==> src/rtl/latent_decoder_seq_if.sv <==
// Latent-pair handshake, coefficient write port and pixel result bus
// for the latent decoder.
interface latent_decoder_seq_if #(
    parameter int DATA_W = 20
);
    logic                     in_valid;
    logic                     in_ready;
    logic signed [DATA_W-1:0] z0;
    logic signed [DATA_W-1:0] z1;
    logic                     wr_en;
    logic [4:0]               wr_addr;
    logic signed [DATA_W-1:0] wr_data;
    logic [8:0]               Y;
    logic                     out_valid;

    modport master (
        output in_valid, z0, z1, wr_en, wr_addr, wr_data,
        input  in_ready, Y, out_valid
    );

    modport slave (
        input  in_valid, z0, z1, wr_en, wr_addr, wr_data,
        output in_ready, Y, out_valid
    );
endinterface

==> src/rtl/latent_decoder_seq.sv <==
// Latent decoder: rebuilds a 3x3 binary pixel window from the two
// latent means using one shared multiplier over 18 steps.
//
// state  | meaning
// -------+-----------------------------------------------------------
// IDLE   | ready for a latent pair; coefficient writes accepted
// CALC   | step 0..17; even step = bias + w0*z0, odd step = + w1*z1
// DONE   | publish pixels on the next edge, then back to IDLE
module latent_decoder_seq #(
    parameter int DATA_W = 20,
    parameter int FRAC   = 16,
    parameter int ACC_W  = 24
) (
    input  logic               clk,
    input  logic               rst_n,
    latent_decoder_seq_if.slave bus
);

    localparam int N_COEF = 27;

    typedef enum logic [1:0] {
        S_IDLE = 2'd0,
        S_CALC = 2'd1,
        S_DONE = 2'd2
    } state_t;

    state_t                    state_q, state_d;
    logic [4:0]                step_q, step_d;
    logic signed [DATA_W-1:0]  z0_q, z0_d;
    logic signed [DATA_W-1:0]  z1_q, z1_d;
    logic signed [DATA_W-1:0]  coef_q [N_COEF];
    logic signed [DATA_W-1:0]  coef_d [N_COEF];
    logic signed [ACC_W-1:0]   acc_q, acc_d;
    logic [8:0]                y_next_q, y_next_d;
    logic [8:0]                y_q, y_d;
    logic                      out_valid_q, out_valid_d;

    logic [3:0]                pix_k;
    logic [4:0]                w_idx;
    logic [4:0]                b_idx;
    logic signed [DATA_W-1:0]  mul_a;
    logic signed [DATA_W-1:0]  mul_b;
    logic signed [2*DATA_W-1:0] prod;
    logic signed [ACC_W-1:0]   term;
    logic signed [ACC_W-1:0]   bias_ext;
    logic signed [ACC_W:0]     sum_final;

    // Shared datapath: pick operands for the current step, scale the product.
    always_comb begin
        pix_k     = step_q[4:1];
        w_idx     = ({1'b0, pix_k} << 1) + {1'b0, pix_k} + {4'b0, step_q[0]};
        b_idx     = ({1'b0, pix_k} << 1) + {1'b0, pix_k} + 5'd2;
        mul_a     = step_q[0] ? z1_q : z0_q;
        mul_b     = coef_q[w_idx];
        prod      = mul_a * mul_b;
        term      = ACC_W'(prod >>> FRAC);
        bias_ext  = {{(ACC_W-DATA_W){coef_q[b_idx][DATA_W-1]}}, coef_q[b_idx]};
        // Two full-scale terms plus a full-scale bias can exceed ACC_W, so the
        // final sum carries one guard bit before the sign test.
        sum_final = {acc_q[ACC_W-1], acc_q} + {term[ACC_W-1], term};
    end

    // Next-state, coefficient write and accumulation logic.
    always_comb begin
        state_d     = state_q;
        step_d      = step_q;
        z0_d        = z0_q;
        z1_d        = z1_q;
        coef_d      = coef_q;
        acc_d       = acc_q;
        y_next_d    = y_next_q;
        y_d         = y_q;
        out_valid_d = 1'b0;

        case (state_q)
            S_IDLE: begin
                if (bus.wr_en && (bus.wr_addr < 5'(N_COEF))) begin
                    coef_d[bus.wr_addr] = bus.wr_data;
                end
                if (bus.in_valid) begin
                    z0_d    = bus.z0;
                    z1_d    = bus.z1;
                    step_d  = 5'd0;
                    state_d = S_CALC;
                end
            end
            S_CALC: begin
                if (!step_q[0]) begin
                    acc_d = bias_ext + term;
                end else begin
                    y_next_d[pix_k] = (sum_final > 0);
                end
                if (step_q == 5'd17) begin
                    step_d  = 5'd0;
                    state_d = S_DONE;
                end else begin
                    step_d = step_q + 5'd1;
                end
            end
            S_DONE: begin
                y_d         = y_next_q;
                out_valid_d = 1'b1;
                state_d     = S_IDLE;
            end
            default: begin
                state_d = S_IDLE;
            end
        endcase
    end

    // State register with synchronous active-low reset.
    always_ff @(posedge clk) begin
        if (!rst_n) begin
            state_q     <= S_IDLE;
            step_q      <= 5'd0;
            z0_q        <= '0;
            z1_q        <= '0;
            acc_q       <= '0;
            y_next_q    <= '0;
            y_q         <= '0;
            out_valid_q <= 1'b0;
            for (int i = 0; i < N_COEF; i++) begin
                coef_q[i] <= '0;
            end
        end else begin
            state_q     <= state_d;
            step_q      <= step_d;
            z0_q        <= z0_d;
            z1_q        <= z1_d;
            acc_q       <= acc_d;
            y_next_q    <= y_next_d;
            y_q         <= y_d;
            out_valid_q <= out_valid_d;
            for (int i = 0; i < N_COEF; i++) begin
                coef_q[i] <= coef_d[i];
            end
        end
    end

    assign bus.in_ready  = (state_q == S_IDLE);
    assign bus.Y         = y_q;
    assign bus.out_valid = out_valid_q;

endmodule

==> src/flat_wrapper.sv <==
// flat-port wrapper written by rule: the top's interface ports become plain ports
module latent_decoder_seq_flat 
#(
    parameter int DATA_W = 20,
    parameter int FRAC   = 16,
    parameter int ACC_W  = 24
)
  (clk, rst_n, bus_in_valid, bus_z0, bus_z1, bus_wr_en, bus_wr_addr, bus_wr_data, bus_in_ready, bus_Y, bus_out_valid);
  latent_decoder_seq_if #(.DATA_W(DATA_W)) bus_i ();
  input  logic clk;
  input  logic rst_n;
  input wire logic [$bits(bus_i.in_valid)-1:0] bus_in_valid;
  input wire logic [$bits(bus_i.z0)-1:0] bus_z0;
  input wire logic [$bits(bus_i.z1)-1:0] bus_z1;
  input wire logic [$bits(bus_i.wr_en)-1:0] bus_wr_en;
  input wire logic [$bits(bus_i.wr_addr)-1:0] bus_wr_addr;
  input wire logic [$bits(bus_i.wr_data)-1:0] bus_wr_data;
  output wire logic [$bits(bus_i.in_ready)-1:0] bus_in_ready;
  output wire logic [$bits(bus_i.Y)-1:0] bus_Y;
  output wire logic [$bits(bus_i.out_valid)-1:0] bus_out_valid;
  assign bus_i.in_valid = bus_in_valid;
  assign bus_i.z0 = bus_z0;
  assign bus_i.z1 = bus_z1;
  assign bus_i.wr_en = bus_wr_en;
  assign bus_i.wr_addr = bus_wr_addr;
  assign bus_i.wr_data = bus_wr_data;
  assign bus_in_ready = bus_i.in_ready;
  assign bus_Y = bus_i.Y;
  assign bus_out_valid = bus_i.out_valid;
  latent_decoder_seq #(.DATA_W(DATA_W), .FRAC(FRAC), .ACC_W(ACC_W)) u_core (.clk(clk), .rst_n(rst_n), .bus(bus_i));
endmodule
==> config.mk <==
export PLATFORM = sky130hd
export DESIGN_NAME = latent_decoder_seq_flat
export DESIGN_NICKNAME = d
export VERILOG_FILES = /design/src/rtl/latent_decoder_seq_if.sv /design/src/rtl/latent_decoder_seq.sv /design/src/flat_wrapper.sv
export SDC_FILE = /design/constraint.sdc
export NUM_CORES = 2
export LEC_CHECK = 0
export CORE_ASPECT_RATIO = 0.6
export CORE_MARGIN = 5
export CORE_UTILIZATION = 55
export DETAILED_ROUTE_END_ITERATION = 10
export GPL_TIMING_DRIVEN = 0
export HOLD_SLACK_MARGIN = 0.06
export PLACE_DENSITY = 0.79
export RECOVER_POWER = 50
export SYNTH_ARGS = -nofsm -noshare
export SYNTH_HDL_FRONTEND = slang
export SYNTH_SLANG_ARGS = --single-unit
==> constraint.sdc <==
create_clock -name clk -period 28.1 [get_ports clk]
set_input_delay 2.81 -clock clk [delete_from_list [all_inputs] [get_ports clk]]
set_output_delay 2.81 -clock clk [all_outputs]
set_load 0.05 [all_outputs]
==> flow_summary.ini <==
[clock_network]
clock_latency_ns = 0.68
cts.clk_slew.worst_paths_ns = 0.07
cts_htree_levels = 3
cts_setup_buffers = 0
cts-root-buf = clkbuf_16
clock_path_buffers = 3
cts.sinks = 630
cts_hold_buf = 0
tritoncts = built
numCtsBuffers = 66
post_cts_resized = 0

[logic_synthesis]
avgSynthCellArea_um2 = 8.676
synthArstFlopShare_pct = 0
syn_inst = 5727
yosysUniqueCellTypes = 76
syn_area_mm2 = 0.04969
synth_edf_count = 0
yosys_register_bits = 630
ys_seq_area_share_pct = 25.38
yosysWarningCount = 0
synthFlopType = dfxtp_1
synth_nets = 6382

[run]
drv_cap = 13

[power]
p_leak_nw = 20.57
vdd_ir_drop_max_uv = 44.19
total_power_mw = 2.092
powerDensity_mw_per_mm2 = 38.64

[worst_setup_path]
critPathKind = reg2reg
worst_path_max_delay_cell = clkbuf_1
cp.required_ns = 28.63
cp_max_fo = 10
slowest_delay_ns = 1.26
cp-start-kind = flop
worst_setup_path_end_kind = flop
rrSetupSlack_ns = 3.62
critPathArrivalTime_ns = 25.00

[run_status]
violations = capacitance limit, slew limit
status = complete, but fails checks

[die]
die_x_um = 398.0
die-area_mm2 = 0.09665
rows = 85
die_h_um = 242.8
ios = 80
core_mm2 = 0.08965
initial_core_util_pct = 55.42

[global_route]
grt_max_degree = 17
grt_pass1_wl_mm = 305.2
grt_pass1_vias = 42720
overflow = 0
grt_util_all_layers_pct = 44.08
antenna_found_initial = 21

[layout]
drive_gt1_share_pct = 7.575
nFillCells = 7833
stdcell_count = 7149
fin_nets = 6519
fin_area_mm2 = 0.05414
syn_to_final_growth_pct = 8.967

[sta]
period_needed_ns = 24.48
relSlewSlack_pct = -10.10
fin_setup_tns_ns = 0
period_share_pct = 87.11
worst_pin_slew_ns = 1.652
hold_viol_final = 0
skew_ns = 0.03093
rsz0062_at_grt = false
setup_viol = 0
slew_violations = 87
max_freq_mhz = 40.85

[placed_design]
place_hpwl_mm = 172.4
portBuffers = 58
placed_area_mm2 = 0.05193
place_congestion = 1.142
placed_cells = 7012

[drt]
dr.pass1.iters = 8
vias = 46770
drt-initial-drc-count = 8589
drt_wl_total_mm = 218.6
drc = 0
wl_per_cell_um = 30.57
via_per_inst = 6.543
drtAntennaViolNets = 0

[worst_hold_path]
worst_hold_path_type = reg2reg
worst paths after layout:
kind,cells after the start,start,endpoint
setup / recovery,58,u_core.step_q[1],u_core.y_next_q[1]
setup reg to reg,58,u_core.step_q[1],u_core.y_next_q[1]
hold / removal,2,u_core.bus.Y[1],u_core.bus.Y[1]
hold reg to reg,2,u_core.bus.Y[1],u_core.bus.Y[1]
placed cells by master (no fill, tap or decap), types with 18 or more instances in the layout:
cell             instances
a21o_1                  31
fa_1                   423
nor2_1                 352
mux2_2                  18
ha_1                   163
mux2i_1                 50
and2_1                  45
buf_2                   26
clkbuf_1               384
nand2b_1                51
and3_1                  20
a31oi_1                 41
a22oi_1                 18
a21oi_1                142
nand4_1                 19
mux4_2                 242
o21ai_0                 83
inv_1                  461
o211ai_1                19
dfxtp_1                630
xnor2_1                 48
nand2_1               1529
nand3_1                 64
clkdlybuf4s50_1         46
a21boi_0               600
clkbuf_16               67
buf_1                   31
xor2_1                  25
nor2b_1                 26
state kept, by name (all words and copies together), names as in the netlist:
signal and cells:
u_core.acc_q 24, u_core.state_q 2, u_core.y_next_q 9, u_core.z0_q 20
u_core.coef_q 540, u_core.bus.out_valid 1, u_core.step_q 5, u_core.z1_q 20
u_core.bus.Y 9
cells in the mapped netlist, drive strengths merged (4+ instances only):
| cell | number | share of area [%] |
|---|---|---|
| nor2 | 354 | 2.7 |
| a21boi | 600 | 9.1 |
| nand2 | 1530 | 12 |
| o211ai | 19 | 0.29 |
| nor4 | 7 | 0.12 |
| fa | 423 | 17 |
| dfxtp | 630 | 25 |
| or3 | 9 | 0.11 |
| nor3b | 4 | 0.060 |
| or2 | 5 | 0.063 |
| a21oi | 142 | 1.4 |
| o21a | 13 | 0.20 |
| mux2i | 57 | 1.1 |
| nor2b | 26 | 0.33 |
| xnor2 | 50 | 0.93 |
| nor3 | 18 | 0.18 |
| a22oi | 18 | 0.27 |
| nand3b | 7 | 0.11 |
| nand3 | 64 | 0.64 |
| clkbuf | 370 | 2.8 |
| nand2b | 51 | 0.64 |
| a31oi | 41 | 0.52 |
| o21ai | 88 | 0.89 |
| buf | 71 | 0.67 |
| a311oi | 4 | 0.071 |
| nand4 | 20 | 0.26 |
| a2111oi | 5 | 0.10 |
| o221ai | 10 | 0.19 |
| and2 | 47 | 0.59 |
| and4 | 5 | 0.088 |
| o31ai | 6 | 0.12 |
| a221oi | 5 | 0.10 |
| xor2 | 26 | 0.47 |
| a21o | 31 | 0.47 |
| a211oi | 16 | 0.24 |
| and3 | 20 | 0.25 |
| mux4 | 242 | 11 |
| ha | 163 | 4.1 |
| mux2 | 26 | 0.59 |
| inv | 461 | 3.5 |
| o21bai | 11 | 0.17 |
worst max-delay path, delay by kind of cell (launching register included):
kind / cells / cell delay, ns
AO/OA/AOI/OAI: 15 / 5.79
XOR/XNOR: 1 / 0.18
adder cells (fa/ha/maj): 10 / 4.08
buffers and inverters: 21 / 11.29
flip-flops: 1 / 0.38
AND/OR/NAND/NOR: 11 / 2.46
power by group:
group / internal [mW] / switching [mW] / total (mW) / leakage (nW)
combinational: 0.0687 / 0.187 / 0.256 / 14.4
clock: 0.500 / 0.427 / 0.927 / 1.05
sequential: 0.901 / 0.00775 / 0.909 / 5.08
cells by family (layout without fill, tap and decap cells):
logic type               count (synthesis)  after routing  share of synthesized area [%]
other                                    0             17                              0
adder cells (fa/ha/maj)                586            586                          21.15
AND/OR/NAND/NOR                       2174           2174                          17.81
flip-flops                             630            630                          25.38
multiplexers                           325            325                          12.71
XOR/XNOR                                76             76                          1.408
AO/OA/AOI/OAI                         1034           1034                          14.59
buffers and inverters                  902           1089                          6.953
through the flow:
step / util [%] / hold WS (ns) / setup WS (ns)
CTS: 60.31 / 0.4721 / 5.933
floorplan: - / 0.4412 / 13.97
global placement: 57.77 / 0.4526 / 6.173
global route: 60.35 / 0.4889 / 4.063
detailed placement: 57.92 / 0.4636 / 6.053
finish: 60.39 / 0.4681 / 3.622
cell type report:
class	instances	area, um^2	area share [%]
sequential	630	12610	23.29
multi-input combinational	4195	33670	62.18
clock buffer	87	1822	3.365
buffer	441	1729	3.194
inverter	461	1730	3.196
tap	1218	1524	2.815
clock inverter	31	324.1	0.5985
antenna	17	42.54	0.07857
timing repair buffer	69	690.7	1.276
metal layers:
metal | GRT usage [%] | wire [um] | vias up
li1 | - | - | 19150
met1 | 62.72 | 86340 | 22850
met2 | 48.88 | 72940 | 4192
met3 | 34.10 | 50380 | 547
met4 | 12.14 | 7660 | 36
met5 | 8.532 | 1254 | -
(Power assumes the default switching activity.)
